[config.mk]
export PLATFORM = sky130hd
export DESIGN_NAME = comparator_int_pipe
export DESIGN_NICKNAME = d
export VERILOG_FILES = /design/src/rtl/comparator_int_pipe.sv
export SDC_FILE = /design/constraint.sdc
export NUM_CORES = 1
export LEC_CHECK = 0
export BUFFER_PORTS_ARGS = -buffer_cell sky130_fd_sc_hd__buf_2
export CORE_MARGIN = 3
export CORE_UTILIZATION = 30
export DETAILED_ROUTE_END_ITERATION = 8
export GPL_ROUTABILITY_DRIVEN = 0
export REMOVE_ABC_BUFFERS = 1
export SETUP_SLACK_MARGIN = 0.3
export SLEW_MARGIN = 0
export SYNTH_ARGS = -nofsm -noshare
export SYNTH_HDL_FRONTEND = slang
export SYNTH_SLANG_ARGS = --single-unit
[constraint.sdc]
create_clock -name clk -period 1.8 [get_ports clk]
set_input_delay 0.27 -clock clk [delete_from_list [all_inputs] [get_ports clk]]
set_output_delay 0.27 -clock clk [all_outputs]
set_load 0.01 [all_outputs]
[src/rtl/comparator_int_pipe.sv]
// Multi-lane integer comparator with a STAGES-deep stall-able pipeline.
// Each lane evaluates a runtime-selected relation between din1 and din2 and reports the wrapped difference.
module comparator_int_pipe #(
    parameter int WIDTH  = 24,
    parameter int LANES  = 4,
    parameter int STAGES = 2,
    parameter int SIGNED = 1
) (
    input  logic                     clk,
    input  logic                     rst_n,
    input  logic                     in_valid,
    output logic                     in_ready,
    input  logic [LANES*WIDTH-1:0]   din1,
    input  logic [LANES*WIDTH-1:0]   din2,
    input  logic [2:0]               op,
    output logic                     out_valid,
    input  logic                     out_ready,
    output logic [LANES-1:0]         comp_out,
    output logic [LANES*WIDTH-1:0]   diff,
    output logic [2:0]               op_out
);

    localparam int LW = LANES * WIDTH;

    // One extra bit makes the subtraction exact for both signed and unsigned operands.
    function automatic logic signed [WIDTH:0] extend(input logic [WIDTH-1:0] v);
        if (SIGNED != 0)
            return {v[WIDTH-1], v};
        else
            return {1'b0, v};
    endfunction

    function automatic logic relate(input logic [2:0] rel, input logic eq, input logic lt);
        case (rel)
            3'd0:    return lt | eq;
            3'd1:    return lt;
            3'd2:    return eq;
            3'd3:    return ~eq;
            3'd4:    return ~lt;
            3'd5:    return ~lt & ~eq;
            default: return 1'b0;
        endcase
    endfunction

    logic             adv;
    logic [LANES-1:0] res_in;
    logic [LW-1:0]    diff_in;

    logic [STAGES-1:0] vld_p;
    logic [2:0]        op_p   [STAGES];
    logic [LANES-1:0]  res_p  [STAGES];
    logic [LW-1:0]     diff_p [STAGES];

    assign adv      = ~out_valid | out_ready;
    assign in_ready = adv;

    // Input side: combinational per-lane compare feeding stage 0
    for (genvar i = 0; i < LANES; i++) begin : g_lane
        logic signed [WIDTH:0] d_ext;
        assign d_ext = extend(din1[i*WIDTH +: WIDTH]) - extend(din2[i*WIDTH +: WIDTH]);
        assign diff_in[i*WIDTH +: WIDTH] = d_ext[WIDTH-1:0];
        assign res_in[i] = relate(op, d_ext == '0, d_ext[WIDTH]);
    end

    // Stage 0 .. STAGES-1: whole pipe shifts together on adv; bubbles shift too
    always_ff @(posedge clk or negedge rst_n) begin
        if (!rst_n) begin
            vld_p <= '0;
            for (int s = 0; s < STAGES; s++) begin
                op_p[s]   <= '0;
                res_p[s]  <= '0;
                diff_p[s] <= '0;
            end
        end else if (adv) begin
            vld_p[0]  <= in_valid;
            op_p[0]   <= op;
            res_p[0]  <= res_in;
            diff_p[0] <= diff_in;
            for (int s = 1; s < STAGES; s++) begin
                vld_p[s]  <= vld_p[s-1];
                op_p[s]   <= op_p[s-1];
                res_p[s]  <= res_p[s-1];
                diff_p[s] <= diff_p[s-1];
            end
        end
    end

    // Output: last stage drives the ports directly
    assign out_valid = vld_p[STAGES-1];
    assign comp_out  = res_p[STAGES-1];
    assign diff      = diff_p[STAGES-1];
    assign op_out    = op_p[STAGES-1];

endmodule

==> impl_metrics.env <==
export IMPL_outcome="finished with violations"
export IMPL_violations="negative setup slack"
export IMPL_numCtsBuffers=28
export IMPL_final_common_cell="nand2_1"
export IMPL_io_pins=304
export IMPL_start_util_pct=30.53
export IMPL_period_needed_ns=2.716
export IMPL_die_area_um2=51580
export IMPL_met3_usage_pct=2.115
export IMPL_setup_violations=31
export IMPL_worst_slew_pin_slew_ns=0.5649
export IMPL_cp_start_kind="input port"
export IMPL_synth_area_mux_share_pct=0.8616
export IMPL_pre_cts_ws_ns=-1.834
export IMPL_synth_cell_types=76
export IMPL_ys_warn_count=0
export IMPL_worstPathMaxFanout=3
export IMPL_insertion_delay_ns=0.55
export IMPL_clkTransAtPathRegs_ns=0.06
export IMPL_cts_num_sinks=208
export IMPL_path_delay_family="simple AND/OR/NAND/NOR gates"
export IMPL_viasPerCell=4.917
export IMPL_synthToLayoutAreaGrowth_pct=59.52
export IMPL_grt_use_met1_pct=22.73
export IMPL_synth_seq_cells=208
export IMPL_cp_end_kind="register"
export IMPL_first_pass_iters=5
export IMPL_ir_drop_mv=0.7130
export IMPL_cts_tree="done"
export IMPL_wl_um=51070
export IMPL_p_leak_nw=11.74
export IMPL_cp_required_ns=2.25
export IMPL_grt_pass1_vias=15480
export IMPL_hpwl_um=35290
export IMPL_period_share_pct=150.9
export IMPL_synth_edff_count=0
export IMPL_synth_top_area_share_pct=35.49
export IMPL_maxCapViolCount=0
export IMPL_path_cells="buf_6 > ha_4 > a211o_1 > or2_4 > o211ai_4 > a21oi_4 > a31o_4 > a41oi_4 > xnor2_2 > or4_4 > or4b_1 > o211a_1"
export IMPL_timing_final_hold_violations=0
export IMPL_seq_area_frac_synth_pct=35.49
export IMPL_netlist_area_um2=14670
export IMPL_drt_iter0_drc=894
export IMPL_fmax_mhz=368.1
export IMPL_ant_nets=0
export IMPL_row_count=80
export IMPL_grt_start_max_net_pins=54
export IMPL_nets=2802
export IMPL_core_area_um2=48050
export IMPL_die_h_um=227.1
export IMPL_fillCellCount=4418
export IMPL_overflow=0
export IMPL_final_setup_worst_slack_ns=-0.9164
export IMPL_synthArstFlopShare_pct=100.0
export IMPL_drc=0
export IMPL_synth_top_area_cell="dfrtp_1"
export IMPL_ys_flop_type="dfrtp_1"
export IMPL_synth_area_per_cell_um2=7.873
export IMPL_wl_per_cell_um=16.25
export IMPL_grt_usage_pct=18.04
export IMPL_critPathBufInv=1
export IMPL_rsz0062_at_grt="yes"
export IMPL_synth_area_top_cells="dfrtp_1 35%, nand2_1 13%, ha_1 8.2%, buf_4 5.3%, a21oi_1 3.6%"
export IMPL_criticalPathCategory="in2reg"
export IMPL_routed_via_count=15450
export IMPL_final_cell_mix="485 x nand2_1, 397 x buf_4, 276 x buf_2, 208 x dfrtp_1, 108 x inv_1"
export IMPL_grt_pass1_wl_um=76780
export IMPL_max_slew_margin_rel_pct=61.94
export IMPL_drive_above_1_share_pct=45.50
export IMPL_yosys_area_share_adder_pct=8.736
export IMPL_synth_top_family_by_area="simple AND/OR/NAND/NOR gates"
export IMPL_powerDensity_nw_per_um2=916.3
export IMPL_hold_class="in2reg"
export IMPL_synthCells=1863
export IMPL_cts_htree_levels=1
export IMPL_max_stage_delay_ns=0.54
export IMPL_clk_path_buf_depth=3
export IMPL_die_width_um=227.1
export IMPL_grt_most_used_layer="met2"
export IMPL_synth_xor_area_share_pct=4.180
export IMPL_final_max_slew_viol_count=0
export IMPL_p_total_mw=21.44
export IMPL_grt_use_met2_pct=31.83
export IMPL_arrival_ns=3.17
export IMPL_synth_compound_area_share_pct=16.97
export IMPL_skew_ns=0.01085
export IMPL_antenna_found_initial=3
export IMPL_yosys_area_share_simple_pct=23.32
export IMPL_clock_root_buffer="clkbuf_16"
export IMPL_slowest_stage="or4_4"
export IMPL_port_buffers=303
==> power breakdown <==
| part | switching, mW | internal (mW) | total, mW |
|---|---|---|---|
| clock | 2.30 | 4.07 | 6.37 |
| combinational | 4.28 | 4.24 | 8.52 |
| sequential | 0.680 | 5.87 | 6.55 |
==> per-layer routing <==
layer | share of wire, % | wire length, um
met5 | 0 | 0
met4 | 3.3 | 1686
met3 | 4.6 | 2358
met2 | 50 | 25650
met1 | 42 | 21370
==> cells by family (layout without fill, tap and decap cells) <==
family,after synthesis,in the layout
AND/OR/NAND/NOR,783,783
buffers and inverters,303,965
flip-flops,208,208
other,0,3
multiplexers,12,12
XOR/XNOR,70,70
adder cells (fa/ha/maj),100,100
AO/OA/AOI/OAI,387,387
==> flip-flops by register name (all words and copies together) (netlist names) <==
| signal | count |
|---|---|
| op_out | 3 |
| diff | 96 |
| op_p | 3 |
| comp_out | 4 |
| res_p | 4 |
| diff_p | 96 |
| vld_p | 2 |
==> final cells by class <==
cell class,instances,area [um2],share of cell area (%)
clock buffers,34,774.5,3.310
repair buffers,785,5848,25.00
flip-flops and latches,208,5205,22.25
multi-input cells,1352,9982,42.67
repair inverters,1,6.256,0.02674
inverters,127,511.7,2.187
clock inverters,18,291.5,1.246
well taps,615,769.5,3.289
diodes,3,7.507,0.03209
==> tightest hold or removal path, stage by stage <==
cell	delay [ns]
buf_2	0.15
nand2_1	0.07
nand2_1	0.05
==> final timing paths <==
path                           from  endpoint  slack (ns)  cells past startpoint
max                        din1[54]  res_p[6]       -0.92                     12
min                           op[2]   op_p[5]        0.03                      3
max reg2reg                vld_p[1]  res_p[6]        0.07                      7
min reg2reg                diff[75]  diff[75]        0.46                      2
max in group asynchronous     rst_n  diff[82]        0.96                      3
min in group asynchronous     rst_n  vld_p[0]        0.25                      2
==> stage by stage <==
stage | util, % | hold slack (ns) | area [um2] | cells | TNS (ns)
final | 48.70 | 0.02819 | 23400 | 3143 | -8.031
after floorplan | - | -0.02559 | 13610 | 1687 | -2578.26
after global routing | 48.70 | 0.03407 | 23400 | 3143 | -10.74
after global placement | 39.43 | 0.2433 | 18940 | 2991 | -52.45
after CTS | 45.84 | 0.003337 | 22020 | 3112 | -6.572
after detailed placement | 39.43 | 0.2491 | 18940 | 2991 | -55.92
==> synth_stat cells (5+ instances only) <==
master,instances
a21boi_0,7
buf_4,103
a21oi_1,106
a2111oi_0,5
mux2i_1,7
nor3b_1,6
o2111ai_1,8
a211oi_1,13
nand4_1,17
a21o_1,34
nand2_1,509
dfrtp_1,208
mux2_2,5
a221oi_1,5
xnor2_1,36
or3_1,8
clkbuf_1,68
a31oi_1,14
and2_1,14
nor2_1,98
ha_1,96
o21ai_0,100
nand3b_1,8
o211ai_1,11
inv_1,127
nor2b_1,12
nor3_1,20
and4_1,11
or2_2,7
nor4_1,5
o21a_1,12
and3_1,14
o21bai_1,9
nand2b_1,15
o31a_1,7
nand3_1,21
xor2_1,34
o31ai_1,11
==> timing repair <==
| item | 4_1_cts | 5_1_grt |
|---|---|---|
| buffers inserted | 62 | 25 |
| gates resized for setup | 305 | 238 |
| pin swaps | 123 | 125 |
| gates cloned | 2 | 3 |
| setup endpoints to repair | 83 | 92 |
| hold buffers | 5 | 0 |
| hold endpoints to repair | 42 | 0 |
No activity file was read; power rests on OpenSTA's default activity.
